**src/rtl/mmio_input_hub_pkg.sv**
```systemverilog
// Shared definitions for the memory-mapped input hub: register offsets and window decode.
package mmio_input_hub_pkg;

    localparam int IH_WIN_BITS = 5;

    localparam logic [2:0] IH_LEVEL   = 3'd0;
    localparam logic [2:0] IH_PENDING = 3'd1;
    localparam logic [2:0] IH_ENABLE  = 3'd2;
    localparam logic [2:0] IH_EDGE    = 3'd3;
    localparam logic [2:0] IH_COUNT   = 3'd4;
    localparam logic [2:0] IH_RAWSYNC = 3'd5;

    function automatic logic window_hit(input logic [31:0] addr, input logic [31:0] base);
        return addr[31:IH_WIN_BITS] == base[31:IH_WIN_BITS];
    endfunction

endpackage

```
**src/rtl/mmio_input_hub_debounce_ch.sv**
```systemverilog
// One input channel: two-flop synchroniser followed by a stable-count debouncer.
module input_debounce_ch #(
    parameter int DEBOUNCE_CYCLES = 16
) (
    input  logic clk,
    input  logic rst,
    input  logic din,
    output logic sync,
    output logic stable,
    output logic update
);

    localparam int CW = (DEBOUNCE_CYCLES > 2) ? $clog2(DEBOUNCE_CYCLES) : 1;
    localparam logic [CW-1:0] CNT_MAX = CW'(DEBOUNCE_CYCLES - 1);

    logic          meta;
    logic [CW-1:0] cnt;

    // update is combinational so the top can flag an event on the same edge stable flips
    assign update = (sync != stable) && (cnt == CNT_MAX);

    always_ff @(posedge clk or posedge rst) begin
        if (rst) begin
            meta   <= 1'b0;
            sync   <= 1'b0;
            stable <= 1'b0;
            cnt    <= '0;
        end else begin
            meta <= din;
            sync <= meta;
            if (sync == stable) begin
                cnt <= '0;
            end else if (cnt == CNT_MAX) begin
                stable <= sync;
                cnt    <= '0;
            end else begin
                cnt <= cnt + CW'(1);
            end
        end
    end

endmodule

```
**src/rtl/mmio_input_hub.sv**
```systemverilog
// Memory-mapped input hub: debounced channels, sticky W1C pending bits, irq and event counter.
module mmio_input_hub
    import mmio_input_hub_pkg::*;
#(
    parameter int          N_CH            = 5,
    parameter int          DEBOUNCE_CYCLES = 16,
    parameter logic [31:0] BASE_ADDR       = 32'hFFFF_F100,
    parameter int          CNT_W           = 16
) (
    input  logic            clk,
    input  logic            rst,
    input  logic [31:0]     addr,
    input  logic            we,
    input  logic [31:0]     wdata,
    output logic [31:0]     rdata,
    input  logic [N_CH-1:0] din,
    output logic            irq
);

    logic [N_CH-1:0]  sync_vec;
    logic [N_CH-1:0]  level;
    logic [N_CH-1:0]  update_vec;
    logic [N_CH-1:0]  evt_vec;
    logic [N_CH-1:0]  pending;
    logic [N_CH-1:0]  enable;
    logic [N_CH-1:0]  edge_mode;
    logic [CNT_W-1:0] event_cnt;

    logic       hit;
    logic [2:0] sel;
    logic       wr_pending;
    logic       wr_enable;
    logic       wr_edge;
    logic       wr_count;
    logic       unused_bits;

    assign hit        = window_hit(addr, BASE_ADDR);
    assign sel        = addr[4:2];
    assign wr_pending = we && hit && (sel == IH_PENDING);
    assign wr_enable  = we && hit && (sel == IH_ENABLE);
    assign wr_edge    = we && hit && (sel == IH_EDGE);
    assign wr_count   = we && hit && (sel == IH_COUNT);
    assign unused_bits = ^{addr[1:0], wdata};

    for (genvar i = 0; i < N_CH; i++) begin : g_ch
        input_debounce_ch #(
            .DEBOUNCE_CYCLES(DEBOUNCE_CYCLES)
        ) u_ch (
            .clk   (clk),
            .rst   (rst),
            .din   (din[i]),
            .sync  (sync_vec[i]),
            .stable(level[i]),
            .update(update_vec[i])
        );
    end

    // The new level equals sync on an update; EDGE=0 wants a 1, EDGE=1 wants a 0
    assign evt_vec = update_vec & (sync_vec ^ edge_mode);
    assign irq     = |(pending & enable);

    // Event OR-in after the W1C mask so a coincident event keeps its bit set
    always_ff @(posedge clk or posedge rst) begin
        if (rst) begin
            pending   <= '0;
            enable    <= '0;
            edge_mode <= '0;
        end else begin
            if (wr_enable) enable <= wdata[N_CH-1:0];
            if (wr_edge) edge_mode <= wdata[N_CH-1:0];
            pending <= (pending & ~(wr_pending ? wdata[N_CH-1:0] : {N_CH{1'b0}})) | evt_vec;
        end
    end

    always_ff @(posedge clk or posedge rst) begin
        if (rst) begin
            event_cnt <= '0;
        end else if (wr_count) begin
            event_cnt <= '0;
        end else if ((|evt_vec) && (event_cnt != {CNT_W{1'b1}})) begin
            event_cnt <= event_cnt + CNT_W'(1);
        end
    end

    always_comb begin
        rdata = '0;
        if (hit) begin
            case (sel)
                IH_LEVEL:   rdata = 32'(level);
                IH_PENDING: rdata = 32'(pending);
                IH_ENABLE:  rdata = 32'(enable);
                IH_EDGE:    rdata = 32'(edge_mode);
                IH_COUNT:   rdata = 32'(event_cnt);
                IH_RAWSYNC: rdata = 32'(sync_vec);
                default:    rdata = '0;
            endcase
        end
    end

endmodule
```
**config.mk**
```make
export PLATFORM = sky130hd
export DESIGN_NAME = mmio_input_hub
export DESIGN_NICKNAME = d
export VERILOG_FILES = /design/src/rtl/mmio_input_hub_pkg.sv /design/src/rtl/mmio_input_hub_debounce_ch.sv /design/src/rtl/mmio_input_hub.sv
export SDC_FILE = /design/constraint.sdc
export NUM_CORES = 1
export LEC_CHECK = 0
export ABC_CLOCK_PERIOD_IN_PS = 10600
export CAP_MARGIN = 20
export CORE_MARGIN = 4
export CORE_UTILIZATION = 50
export CTS_BUF_LIST = sky130_fd_sc_hd__clkbuf_2 sky130_fd_sc_hd__clkbuf_4 sky130_fd_sc_hd__clkbuf_8
export DETAILED_ROUTE_END_ITERATION = 16
export PLACE_DENSITY = 0.8
export SYNTH_ARGS = -nofsm -noshare
export SYNTH_HDL_FRONTEND = slang
export SYNTH_SLANG_ARGS = --single-unit
```
**constraint.sdc**
```tcl
create_clock -name clk -period 10.6 [get_ports clk]
set_clock_uncertainty 0.2 [all_clocks]
set_input_delay 3.18 -clock clk [delete_from_list [all_inputs] [get_ports clk]]
set_output_delay 3.18 -clock clk [all_outputs]
set_load 0.005 [all_outputs]
```
Word-level counts from Yosys, hierarchy flattened --
Index checks and enable logic that the tools add are counted.
Word-level totals: output and inout bits 33, word-level logic and storage cells 98, register bits after elaboration 66
Operators by class: bitwise logic cells 11, equal/unequal tests 22, $add $sub $neg 6, reductions and logical operators 20, mux-type cells 15
Operator list (count):
- one-hot mux 16 bit (6 select lines) | 1
- two-way mux 16 bit | 3
- two-way mux 4 bit | 10
- equality test 27 bit (second input constant) | 1
- adder 4 x 1 -> 4 bit (second input constant) | 5
- equality test 4 bit (second input constant) | 5
- adder 16 x 1 -> 16 bit (second input constant) | 1
- inequality test 16 bit (second input constant) | 1
- AND 5 bit | 3
- logical AND 1 bit | 11
- AND reduction 2 bit | 5
- OR reduction 5 bit | 2
- equality test 3 x 2 -> 1 bit (second input constant) | 2
- equality test 3 bit (second input constant) | 2
- equality test 1 bit | 5
- two-way mux 5 bit | 1
- inequality test 1 bit | 5
- NOT 1 bit | 5
- NOT 5 bit | 1
- bitwise OR 5 bit | 1
- bitwise XOR 5 bit | 1
- equality test 3 x 1 -> 1 bit (second input constant) | 1
- logical NOT 3 bit | 1
- nonzero test 2 bit | 1

Depth between registers and ports, before layout --
depth in word-level cells 7, mapped depth 8, gate-level depth less buffers 7

Hierarchy --
From an unflattened synthesis, not the netlist that was laid out.
Unflattened totals: cells, all modules 341, area total of the unflattened synthesis 3609.7 um^2
By module, submodules not included:
- mmio_input_hub | instances 1, area each 2189.6 um^2, cells an instance 231
- input_debounce_ch | instances 5, area each 284.0 um^2, cells an instance 22

Least setup slack after synthesis --
No wires, ideal clock.
path kind input port to output port, from input port addr[6], to output port rdata[4], stages on the path 6, setup slack 2.581 ns, data arrival time 4.639 ns, cell sequence or4b_1 -> nor4_2 -> nand2_1 -> buf_2 -> a21o_1 -> a211oi_1
On the way: longest elaborated chain between the ends 2
Ends and longest elaborated chain:
- start: declaration | RTL line mmio_input_hub.sv:12 | input logic [31:0] addr,
- equality test 27 bit | RTL line mmio_input_hub_pkg.sv:14 | return addr[31:IH_WIN_BITS] == base[31:IH_WIN_BITS];
- two-way mux 16 bit | RTL line mmio_input_hub.sv:87 | if (hit) begin
- end: declaration | RTL line mmio_input_hub.sv:15 | output logic [31:0] rdata,
No other way between the ends.

Final worst setup path --
Ends and elaborated chain as after synthesis.

==> impl_results.md <==
- DRT iter0 DRCs: 133
- Later-pin clock latency in the skew report: 0.34 ns
- Endpoints failing hold: 0
- Synth area leader: dfrtp_1
- Die Span X: 93.1 um
- Wire per inst: 15.6 um
- CTS-repair resized insts: 0
- CP Max Fanout: 12
- Vias per inst: 5.59
- Post-synth EDFFs: 0
- Drt drc: 0
- Boundary Pins: 105
- Root Buffer: clkbuf_8
- Worst endpoint required time: 7.22 ns
- Crit path kind: in -> out
- Maximum VDD drop: 0.0960 mV
- Clock Sinks: 66
- Max-cap viol count: 0
- Total power: 0.533 mW
- Buffer count from post-CTS setup fixing: 0
- Port Buffers: 59
- FMAX: 0.109 GHz
- Synthesized flop and latch total: 66
- Hold buffer count at CTS: 0
- Layout cells sized above 1: 12.4%
- FP Rows: 30
- Post-synth ARST share: 100%
- Setup crit start kind: primary input
- CTS max path bufs: 2
- Min Hold Slack: 0.148 ns
- Pins Over Slew Limit: 0
- Status: finished clean
- First-pass GRT wire length: 14.0 mm
- Filler Cells Inserted: 572
- Area Growth Syn to Fin: 22.8%
- Register area share after synthesis: 45.6%
- Most common cell in the synthesized netlist: dfrtp_1
- Top-area cell type share of the netlist area: 45.6%
- N_diodes: 0
- RSZ-0062 raised after global routing: no
- LEAKAGE: 1.89 nW
- Rel. slew slack: 39.9%
- Final WL: 8.18 mm
- TritonCTS clock tree: yes
- Die ar.: 0.00866 mm2
- Post-synthesis cell count: 362
- Detail Route Antenna Nets: 0
- DR vias: 2921
- CP endpoint kind: primary output
- Fin nets: 500
- Total negative slack: 0 ns
- GPL Wtd Cong: 0.840
- Core area: 0.00691 mm2
- Cell Area, Synth: 0.00362 mm2
- Vias in the first global route: 2973
- Minimum clock period: 9.20 ns
- Vert. Die Dim: 93.1 um
- DP Worst Slack: 1.38 ns
- Syn_area_per_cell: 10.0 um2
- Pre-Repair DR Iteration Count: 4
- Largest cells by area after synthesis: dfrtp_1 (46%), mux2_2 (5.6%), xnor2_1 (4.1%)
- Post-DP HPWL: 5.82 mm
- Commonest register cell after synthesis: dfrtp_1
- Remaining Overflow, GRT: 0
- Worst-Margin Slew: 0.896 ns
- Post-synthesis cell type count: 55
- Worst min path class: reg -> reg
- Tcrit/Tclk final: 86.8%
- CP Data Arrival Time: 5.82 ns
- CTS buffer count: 9
- FF/Latch Area: 0.00165 mm2
- Total Routing Usage GR: 20.5%
- H-tree depth: 3
- Initial antenna violation count: 0
- Largest net degree at the start of global routing: 67
- Multi-input gate area: 0.00178 mm2
- Synth cell count leaders: dfrtp_1 (66), nor2_1 (30), a21oi_1 (22)
- Clock transition at path regs: 0.07 ns
- Final setup margin: 1.40 ns
- Synth warn: 0
- Power Dens Cells: 120 mW/mm2
- Final setup fails: 0
- Initial Util: 52.4%
-- cell families (layout without fill, tap and decap cells) --
kind of cell	Yosys count	in the layout	synth area share, %
buffers and inverters	46	96	6.60
adder cells (fa/ha/maj)	6	6	2.07
multiplexers	24	24	7.26
other	1	16	0.104
AND/OR/NAND/NOR	129	129	20.0
AO/OA/AOI/OAI	73	73	14.2
XOR/XNOR	17	17	4.11
flip-flops	66	66	45.6
-- flip-flops by register name (all words and copies together), names as in the netlist --
name / cells
g_ch.u_ch.sync: 5
enable: 5
g_ch.u_ch.meta: 5
event_cnt: 16
g_ch.u_ch.stable: 5
g_ch.u_ch.cnt: 20
edge_mode: 5
pending: 5
-- critical path, stage by stage --
cell and delay [ns]:
clkdlybuf4s50_1 0.39, or4b_1 0.53, nor4_2 0.29, nand2_1 0.34, a21o_1 0.31, a211oi_1 0.20, clkdlybuf4s50_1 0.56
-- path summary, 6_finish.rpt --
path | startpoint | end | slack (ns) | cells past startpoint
worst max-delay path | addr[6] | rdata[4] | 1.40 | 7
worst min-delay path | g_ch[2].u_ch.meta | g_ch[2].u_ch.sync | 0.15 | 0
worst max register to register | g_ch[1].u_ch.cnt[0] | event_cnt[11] | 7.99 | 7
worst min register to register | g_ch[2].u_ch.meta | g_ch[2].u_ch.sync | 0.15 | 0
max in group asynchronous | rst | g_ch[2].u_ch.cnt[3] | 6.46 | 3
min in group asynchronous | rst | g_ch[3].u_ch.meta | 3.17 | 3
-- final cells by class --
cell class	instances	share of cell area [%]
Sequential cell	66	37.2
Multi-Input combinational cell	265	40.2
Clock inverter	2	0.789
Timing Repair Buffer	61	13.6
Inverter	19	1.61
Clock buffer	14	3.92
Tap cell	96	2.70
-- metal layers --
| layer | vias up | wire [um] | track usage, % |
|---|---|---|---|
| li1 | 1382 | - | - |
| met1 | 1450 | 3440 | 25.4 |
| met2 | 70 | 4210 | 34.0 |
| met3 | 19 | 320 | 4.67 |
| met4 | 0 | 209 | 9.52 |
| met5 | - | 0 | 0 |
-- placed cells by master, fill, tap and decap left out, types with 8 or more instances in the layout --
cell type / netlist / routed
conb_1: 1 / 16
clkbuf_8: 0 / 11
o21ai_0: 14 / 14
nor2_1: 30 / 30
nand3_1: 14 / 14
clkdlybuf4s50_1: 0 / 59
xnor2_1: 17 / 17
mux2_2: 18 / 18
nor2b_1: 8 / 8
nand2b_1: 8 / 8
nand2_1: 17 / 17
nor3_1: 12 / 12
inv_1: 19 / 18
nand4_1: 8 / 8
a21oi_1: 22 / 22
dfrtp_1: 66 / 66
-- through the flow --
stage                     cell area, um2  cells  util (%)
final                               4440    523      64.3
after global placement              4230    507      61.3
after floorplan                     3670    377         -
after detailed placement            4230    507      61.3
after global routing                4440    523      64.3
after CTS                           4440    523      64.3
-- power breakdown --
group | total [mW] | internal (mW) | switching (mW)
Clock | 0.222 | 0.129 | 0.0925
Sequential | 0.265 | 0.258 | 0.00675
Combinational | 0.0457 | 0.0249 | 0.0208
Total | 0.533 | 0.413 | 0.120
Note: power is estimated with default switching activity, not from simulation.
